<file path="config.mk">
export PLATFORM = sky130hd
export DESIGN_NAME = gecko_mem_router
export DESIGN_NICKNAME = d
export VERILOG_FILES = /design/src/rtl/gecko_pkg.sv /design/src/rtl/gecko_mem_route_queue.sv /design/src/rtl/gecko_mem_router.sv
export SDC_FILE = /design/constraint.sdc
export NUM_CORES = 1
export LEC_CHECK = 0
export CAP_MARGIN = 20
export CORE_AREA = 2 2 112 114
export DETAILED_ROUTE_END_ITERATION = 10
export DIE_AREA = 0 0 114 116
export HOLD_SLACK_MARGIN = 0.06
export PLACE_DENSITY = 0.67
export SYNTH_ARGS = -nofsm -noshare
export SYNTH_HDL_FRONTEND = slang
export SYNTH_SLANG_ARGS = --single-unit
</file>
<file path="constraint.sdc">
create_clock -name clk -period 2.59 [get_ports clk]
set_input_delay 0.259 -clock clk [delete_from_list [all_inputs] [get_ports clk]]
set_output_delay 0.259 -clock clk [all_outputs]
set_load 0.02 [all_outputs]
</file>
<file path="src/rtl/gecko_pkg.sv">
// gecko_pkg: shared types and address decode helper for the gecko data-side memory router.
package gecko_pkg;
  typedef struct packed {
    logic       err;
    logic [3:0] tgt;
  } gecko_mem_route_entry_t;
  typedef struct packed {
    logic       mapped;
    logic [3:0] idx;
  } gecko_mem_route_dec_t;
  // Select field is max(1, clog2(num_targets)) bits wide; any set bit above it is unmapped.
  function automatic gecko_mem_route_dec_t gecko_mem_route_decode(input logic [63:0] addr, input int shift, input int num_targets);
    gecko_mem_route_dec_t r;
    int sel_w;
    logic [63:0] f;
    sel_w = (num_targets > 2) ? $clog2(num_targets) : 1;
    f = (addr >> shift) & ((64'd1 << sel_w) - 64'd1);
    r.idx = f[3:0];
    r.mapped = (f < 64'(num_targets)) && ((addr >> (shift + sel_w)) == 64'd0);
    return r;
  endfunction
endpackage

</file>
<file path="src/rtl/gecko_mem_route_queue.sv">
// gecko_mem_route_queue: synchronous FIFO of routing entries; caller never pushes when full or pops when empty.
module gecko_mem_route_queue
  import gecko_pkg::*;
#(
  parameter int DEPTH = 4
) (
  input  logic                         clk,
  input  logic                         rst,
  input  logic                         push,
  input  logic                         pop,
  input  gecko_mem_route_entry_t       din,
  output logic                         full,
  output logic                         empty,
  output logic [$clog2(DEPTH+1)-1:0]   count,
  output gecko_mem_route_entry_t       head
);
  localparam int PW = $clog2(DEPTH);
  localparam int CW = $clog2(DEPTH + 1);
  gecko_mem_route_entry_t mem_q [DEPTH];
  gecko_mem_route_entry_t mem_d [DEPTH];
  logic [PW-1:0] wr_q, wr_d, rd_q, rd_d;
  logic [CW-1:0] count_q, count_d;
  always_comb begin
    mem_d = mem_q;
    if (push) mem_d[wr_q] = din;
    wr_d = wr_q + PW'(push);
    rd_d = rd_q + PW'(pop);
    count_d = count_q + CW'(push) - CW'(pop);
  end
  always_ff @(posedge clk) begin
    if (rst) begin
      wr_q <= '0;
      rd_q <= '0;
      count_q <= '0;
    end else begin
      wr_q <= wr_d;
      rd_q <= rd_d;
      count_q <= count_d;
    end
    mem_q <= mem_d;
  end
  assign full = count_q == CW'(DEPTH);
  assign empty = count_q == '0;
  assign count = count_q;
  assign head = mem_q[rd_q];
endmodule

</file>
<file path="src/rtl/gecko_mem_router.sv">
// gecko_mem_router: one core data port routed to NUM_TARGETS regions with in-order results.
// Optional GECKO_MEM_ROUTER_WRITE_ACK_EN: writes also queue and receive responses.
module gecko_mem_router
  import gecko_pkg::*;
#(
  parameter int ADDR_WIDTH      = 32,
  parameter int DATA_WIDTH      = 32,
  parameter int NUM_TARGETS     = 3,
  parameter int REGION_SHIFT    = 16,
  parameter int MAX_OUTSTANDING = 4
) (
  input  logic                                 clk,
  input  logic                                 rst,
  input  logic                                 req_valid,
  output logic                                 req_ready,
  input  logic [ADDR_WIDTH-1:0]                req_addr,
  input  logic [DATA_WIDTH-1:0]                req_data,
  input  logic [DATA_WIDTH/8-1:0]              req_write_enable,
  output logic [NUM_TARGETS-1:0]               tgt_req_valid,
  input  logic [NUM_TARGETS-1:0]               tgt_req_ready,
  output logic [ADDR_WIDTH-1:0]                tgt_req_addr,
  output logic [DATA_WIDTH-1:0]                tgt_req_data,
  output logic [DATA_WIDTH/8-1:0]              tgt_req_write_enable,
  input  logic [NUM_TARGETS-1:0]               tgt_res_valid,
  output logic [NUM_TARGETS-1:0]               tgt_res_ready,
  input  logic [NUM_TARGETS*DATA_WIDTH-1:0]    tgt_res_data,
  output logic                                 res_valid,
  input  logic                                 res_ready,
  output logic [DATA_WIDTH-1:0]                res_data,
  output logic                                 res_error,
  output logic [$clog2(MAX_OUTSTANDING+1)-1:0] outstanding,
  output logic                                 unmapped_flag
);
`ifdef GECKO_MEM_ROUTER_WRITE_ACK_EN
  localparam bit ACK = 1'b1;
`else
  localparam bit ACK = 1'b0;
`endif
  gecko_mem_route_dec_t dec;
  gecko_mem_route_entry_t entry, head;
  logic is_wr, needs_q, blocked, push, pop, full, empty, hv;
  logic [DATA_WIDTH-1:0] hd;
  logic unmapped_flag_q, unmapped_flag_d;
  gecko_mem_route_queue #(.DEPTH(MAX_OUTSTANDING)) u_queue (
    .clk(clk), .rst(rst), .push(push), .pop(pop), .din(entry),
    .full(full), .empty(empty), .count(outstanding), .head(head)
  );
  always_comb begin
    dec = gecko_mem_route_decode(64'(req_addr), REGION_SHIFT, NUM_TARGETS);
    is_wr = |req_write_enable;
    needs_q = ACK || !is_wr;
    // A full queue blocks even with a same-cycle pop so req_ready never depends on res_ready.
    blocked = needs_q && full;
    tgt_req_valid = '0;
    tgt_res_ready = '0;
    req_ready = dec.mapped ? 1'b0 : !blocked;
    hv = 1'b0;
    hd = '0;
    for (int i = 0; i < NUM_TARGETS; i++) begin
      if (dec.mapped && dec.idx == 4'(i)) begin
        tgt_req_valid[i] = req_valid && !blocked;
        req_ready = tgt_req_ready[i] && !blocked;
      end
      if (head.tgt == 4'(i)) begin
        hv = tgt_res_valid[i];
        hd = tgt_res_data[i*DATA_WIDTH +: DATA_WIDTH];
      end
      tgt_res_ready[i] = res_ready && !empty && !head.err && head.tgt == 4'(i);
    end
    res_valid = !empty && (head.err || hv);
    res_data = head.err ? '0 : hd;
    res_error = !empty && head.err;
    push = req_valid && req_ready && needs_q;
    pop = res_valid && res_ready;
    entry = '{err: !dec.mapped, tgt: dec.idx};
    unmapped_flag_d = !ACK && (unmapped_flag_q || (req_valid && req_ready && is_wr && !dec.mapped));
  end
  always_ff @(posedge clk) begin
    if (rst) unmapped_flag_q <= 1'b0;
    else unmapped_flag_q <= unmapped_flag_d;
  end
  assign unmapped_flag = unmapped_flag_q;
  assign tgt_req_addr = req_addr;
  assign tgt_req_data = req_data;
  assign tgt_req_write_enable = req_write_enable;
endmodule

</file>
==> results.cfg, run 1 <==
[outcome]
outcome = finished with violations
violations = negative setup slack

[drt]
wl_per_cell_um = 15.4
drt_iter0_drc = 71
drtPass1Iterations = 4
vias = 2542
detail_route.wirelength_um = 9020
drc = 0
via_per_inst = 4.34
ant_nets = 0

[placed_design]
dpl-instance-area_um2 = 4110
portBuffers = 190
dpl.cell_count = 580
hpwl_um = 7560
gp_congestion = 0.739

[cells_and_area]
drive_above_1_share_pct = 15.7
final_area_um2 = 4190
syn2layout_area_growth_pct = 78.7
nNetsFinal = 617
instances_no_fill = 586
antenna_cells = 0

[timing]
timing.hold.ws_ps = 471
worst_pin_slew_ps = 358
setup_ws_ps = -134
finalWorstPathRequiredPeriod_ps = 2720
finalSetupViolCount = 2
drv_slew = 0
grt_setup_unrepaired = true
hold_violations = 0
period_share_pct = 105
finalClockSkew_ps = 1.35
max_freq_ghz = 0.367
relSlewSlack_pct = 75.9

[clocking]
cts.path.max_buffers = 2
hold_buffers = 0
cts.reportedPaths.clkPinSlew_ps = 50
htree_num_levels = 1
clock-root-buffer = clkbuf_16
insertion_delay_ps = 250
cts_tree = yes
cts_sinks = 20
cts_inserted_buffers = 3

[yosys]
syn_area_per_cell_um2 = 7.79
synth_top_area_share_pct = 21.8
synth_seq_area_share_pct = 22.2
synth_cell_type_count = 38
synth-async-reset-ratio_pct = 0
synth_top_flop_cell = edfxtp_1
synth_fp_nets = 478
yosysWarningCount = 0
synth_enable_flop_cells = 12
yosysTopAreaCell = buf_4
synthCells = 301
synthTopCellsByCount = nor2_1, buf_4, mux2i_1, a21oi_1, edfxtp_1
synthTopCellsByArea = buf_4, edfxtp_1, mux2i_1, nor2_1, a21oi_1
synth_most_common_cell = nor2_1
synth-seq-cells = 20
synth_area_um2 = 2350

[setup_path]
cp-start-kind = register
crit_family = multiplexers
cp_slowest_cell = mux4_2
crit_top_cell = xnor2_1
critPathKind = register to register
crit_arrival_ps = 2860
cp_max_fo = 4
path_cells = mux4_2, mux2_4, a221o_1, nand2_2, xnor2_1, ha_2, fa_2, xnor2_2, xnor2_1, nor2_1
end_kind = register
critPathBufInv = 0
cp_slowest_stage_delay_ps = 550
cp.required_ps = 2720

[grt]
grt_pass1_wl_um = 13100
antenna_found_initial = 0
grt_overflow = 0
grt_pass1_vias = 2614
grt_usage_pct = 12.4
grt_max_degree = 36

[job]
maxCapViolCount = 0

[floorplanning]
start_util_pct = 19.7
num_rows = 40
io-pin-count = 287
die_h_um = 116
coreArea_um2 = 11900
die_w_um = 114
die-area_um2 = 13200

[min_path]
hold_class = register to register

[power]
vdd_drop_max_v = 0.000303
power_density_nw_per_um2 = 457
power.total_uw = 1920
cellLeakagePower_uw = 0.00173
final timing paths:
kind / start / to / slack, ps / depth (start not counted)
worst min-delay path: unmapped_flag$_SDFF_PP0_ / unmapped_flag$_SDFF_PP0_ / 470 / 2
worst max register to register: u_queue.rd_q[0]$_SDFF_PP0_ / u_queue.count[2]$_SDFF_PP0_ / -130 / 10
worst max-delay path: u_queue.rd_q[0]$_SDFF_PP0_ / u_queue.count[2]$_SDFF_PP0_ / -130 / 10
worst min register to register: unmapped_flag$_SDFF_PP0_ / unmapped_flag$_SDFF_PP0_ / 470 / 2
metrics by stage:
stage          utilization [%]  setup TNS (ps)  worst slack (ps)
2_1_floorplan                -            -414              -248
3_3_place_gp              34.5           -2550              -222
3_5_place_dp              34.5           -3200              -291
4_1_cts                   35.2            -234              -139
5_1_grt                   35.2            -453              -281
6_report                  35.2            -220              -134
registers in the layout, summed over array words and instances, names as in the netlist:
signal and count:
u_queue.mem_q 12, u_queue.wr_q 2, u_queue.count 3, u_queue.rd_q 2, unmapped_flag 1
where the power goes:
group | total, uW | internal, uW | switching [uW]
logic | 1210 | 628 | 585
registers | 387 | 359 | 27.3
clock network | 318 | 206 | 112
kinds of logic after synthesis:
group	Yosys count	share of synthesized area, %
muxes	42	19.9
buffers and inverters	88	25.5
DFF	20	22.2
adders and majority gates	3	1.92
AOI/OAI and AO/OA	37	8.43
and+or+nand+nor	107	20.5
xor gates and xnor gates	4	1.49
worst reg2reg max path, cell delays in order (launching register included):
cell and delay (ps):
dfxtp_4 370, mux4_2 550, mux2_4 320, a221o_1 330, nand2_2 90, xnor2_1 80
ha_2 180, fa_2 350, xnor2_2 150, xnor2_1 140, nor2_1 50
area by class of cell:
class,instances,area (um^2)
clock buffers,3,75.1
clock inverters,1,3.75
fillers,1262,7720
inverters,4,15.0
multi-input cells,193,1260
flip-flops and latches,20,524
well taps,147,184
repair buffers,218,2130
what timing repair did:
item | in CTS | in global routing
endpoints found under the hold margin | 0 | 0
endpoints found under the setup margin | 38 | 20
pin swaps | 3 | 0
setup buffers | 2 | 0
gates resized for setup | 59 | 27
metal layers:
layer / vias to the layer above / GRT usage, % / wire (um)
li1: 1226 / - / -
met1: 1151 / 13.7 / 3290
met2: 125 / 22.3 / 4610
met3: 40 / 3.09 / 727
met4: 0 / 6.34 / 383
met5: - / 0 / 0
cells in the final DEF (no fill, tap or decap), drive strengths merged, types with 4 or more instances in the layout:
cell	instances
clkdlybuf4s50	151
nor2	73
mux2i	35
buf	33
a21oi	32
dlygate4sd2	13
edfxtp	12
clkbuf	12
clkdlybuf4s15	12
nor2b	9
dfxtp	8
nor3	7
or2	4
xnor2	4
inv	4
mux2	4
No activity file was read; power rests on OpenSTA's default activity.
==> run 2: changes to the inputs <==
--- a/config.mk
+++ b/config.mk
@@ -5,12 +5,13 @@
 export SDC_FILE = /design/constraint.sdc
 export NUM_CORES = 1
 export LEC_CHECK = 0
+export ABC_CLOCK_PERIOD_IN_PS = 2590
 export CAP_MARGIN = 20
 export CORE_AREA = 2 2 112 114
 export DETAILED_ROUTE_END_ITERATION = 10
 export DIE_AREA = 0 0 114 116
 export HOLD_SLACK_MARGIN = 0.06
-export PLACE_DENSITY = 0.67
+export PLACE_DENSITY = 0.7
 export SYNTH_ARGS = -nofsm -noshare
 export SYNTH_HDL_FRONTEND = slang
 export SYNTH_SLANG_ARGS = --single-unit
==> run 2 against run 1 <==
Effect of this change: the flow still finishes with violations (negative setup slack); setup slack better by 21 ps; die area unchanged; routed wire length up 1.9%; combinational power grew 3%; sequential power barely moved; clock-buffer cell count is the same; global-route usage barely moved; critical endpoint unchanged; critical path type unchanged; sequential cell count unchanged; utilization increased by 0.39 points.
==> results.cfg, run 2 (same netlist as run 1, synthesis figures left out) <==
[outcome]
outcome = finished with violations
violations = negative setup slack

[timing]
worst_pin_slew_ps = 359
setup_ws_ps = -114
period_share_pct = 104
finalSetupViolCount = 5
max_freq_ghz = 0.370
relSlewSlack_pct = 75.9
hold_violations = 0
finalClockSkew_ps = 3.56
drv_slew = 0
finalWorstPathRequiredPeriod_ps = 2700
grt_setup_unrepaired = true
fin_setup_tns_ps = -192

[setup_path]
reg2reg_depth = 10
path_depth = 10
critPathKind = register to register
crit_top_cell = xnor2_1
critPathBufInv = 0
cp-start-kind = register
r2r-start = u_queue.mem_q[6]$_DFFE_PP_
crit_family = multiplexers
cp_max_fo = 2
cp_slowest_cell = mux4_2
crit_arrival_ps = 2830
path_cells = mux4_2, mux2_4, a221o_1, nand2_2, xnor2_1, ha_2, fa_2, xnor2_2, xnor2_1, nor2_1
end_kind = register
cp.required_ps = 2720
cp_slowest_stage_delay_ps = 500
crit_start = u_queue.mem_q[6]$_DFFE_PP_

[power]
cellLeakagePower_uw = 0.00179
power_density_nw_per_um2 = 484
vdd_drop_max_v = 0.000295

[cells_and_area]
largest_register_ffs = 12
regMostFlops = u_queue.mem_q
instances_no_fill = 597
drive_above_1_share_pct = 22.7
antenna_cells = 0
syn2layout_area_growth_pct = 80.7
layout_commonest_cell = clkdlybuf4s50_1
mostFrequentLayoutCells = clkdlybuf4s50_1, nor2_1, buf_4
final_util_pct = 35.6
nNetsFinal = 628
final_area_um2 = 4240

[placed_design]
dpl-instance-area_um2 = 4090
hpwl_um = 7620
portBuffers = 190
dpl.cell_count = 582
gp_congestion = 0.761

[floorplanning]
start_util_pct = 19.7
io-pin-count = 287
die_h_um = 116
coreArea_um2 = 11900
die_w_um = 114
die-area_um2 = 13200
num_rows = 40

[drt]
detail_route.wirelength_um = 9180
drt_iter0_drc = 96
vias = 2575
via_per_inst = 4.31
drtPass1Iterations = 4
drc = 0
wl_per_cell_um = 15.4
ant_nets = 0

[grt]
use_met2_pct = 23.1
busiest_layer = met2
grt_usage_pct = 12.4
grt_pass1_vias = 2524
grt_max_degree = 22
grt_use_met1_pct = 14.3
grt_use_met3_pct = 1.94
grt_overflow = 0
grt_pass1_wl_um = 13100
antenna_found_initial = 0

[clocking]
cts_sinks = 20
insertion_delay_ps = 250
cts_inserted_buffers = 3
cts.path.max_buffers = 2
cts.reportedPaths.clkPinSlew_ps = 50
cts_tree = yes
htree_num_levels = 1
clock-root-buffer = clkbuf_16

[min_path]
hold_class = input port to output pin
worstHoldStart = req_addr[8]
whs_path_depth = 0

[job]
maxCapViolCount = 0
## run 2: cell type report
class                      count  area [um^2]
timing repair buffer         229         2100
clock inverter                 1         30.0
multi-input combinational    193         1310
fill                        1211         7670
sequential                    20          522
clock buffer                   3         75.1
inverter                       4         15.0
tap                          147          184
## run 2: per-layer routing
metal  routed length [um]  vias up
met2                 4750      123
met1                 3510     1158
li1                     -     1261
met4                  299        0
met5                    0        -
met3                  626       33
## run 2: path summary, 6_finish.rpt
kind | end | slack (ps)
worst max register to register | u_queue.count[2]$_SDFF_PP0_ | -110
worst min register to register | unmapped_flag$_SDFF_PP0_ | 530
worst max-delay path | u_queue.count[2]$_SDFF_PP0_ | -110
worst min-delay path | tgt_req_addr[8] | 520
## run 2: power breakdown
part / internal [uW] / total [uW] / switching, uW / leakage, uW
combinational: 640 / 1250 / 613 / 0.00156
clock: 306 / 413 / 107 / 0.0000511
sequential: 358 / 385 / 26.4 / 0.000182
total: 1300 / 2050 / 746 / 0.00179
## run 2: timing repair
| item | in CTS | in global routing |
|---|---|---|
| setup buffers | 2 | 8 |
| resized for setup | 58 | 87 |
| pin swaps | 4 | 8 |
| hold buffers | 0 | 0 |
| cloned | 0 | 2 |
| setup endpoints to repair | 39 | 35 |
## run 2: worst reg2reg max path: cells and delay by family, from the launching register on
kind	cells	cell delay, ps
AO/OA/AOI/OAI	1	340
XOR/XNOR	3	380
adder cells (fa/ha/maj)	2	530
flip-flops	1	390
multiplexers	2	810
AND/OR/NAND/NOR	2	140
## run 2: stage by stage
step | hold WS [ps] | setup slack, ps | power, uW
global route | 518 | -230 | 2170
detailed placement | 510 | -216 | 1640
finish | 518 | -114 | 2050
global placement | 451 | -159 | 1620
CTS | 518 | -121 | 2030
floorplan | 358 | -248 | 1150
==> run 3: changes to the inputs <==
--- a/config.mk
+++ b/config.mk
@@ -12,6 +12,7 @@
 export DIE_AREA = 0 0 114 116
 export HOLD_SLACK_MARGIN = 0.06
 export PLACE_DENSITY = 0.7
+export SLEW_MARGIN = 20
 export SYNTH_ARGS = -nofsm -noshare
 export SYNTH_HDL_FRONTEND = slang
 export SYNTH_SLANG_ARGS = --single-unit
==> results of run 3 <==
No change in the layout: final DEF, timing and power equal those of run 2.
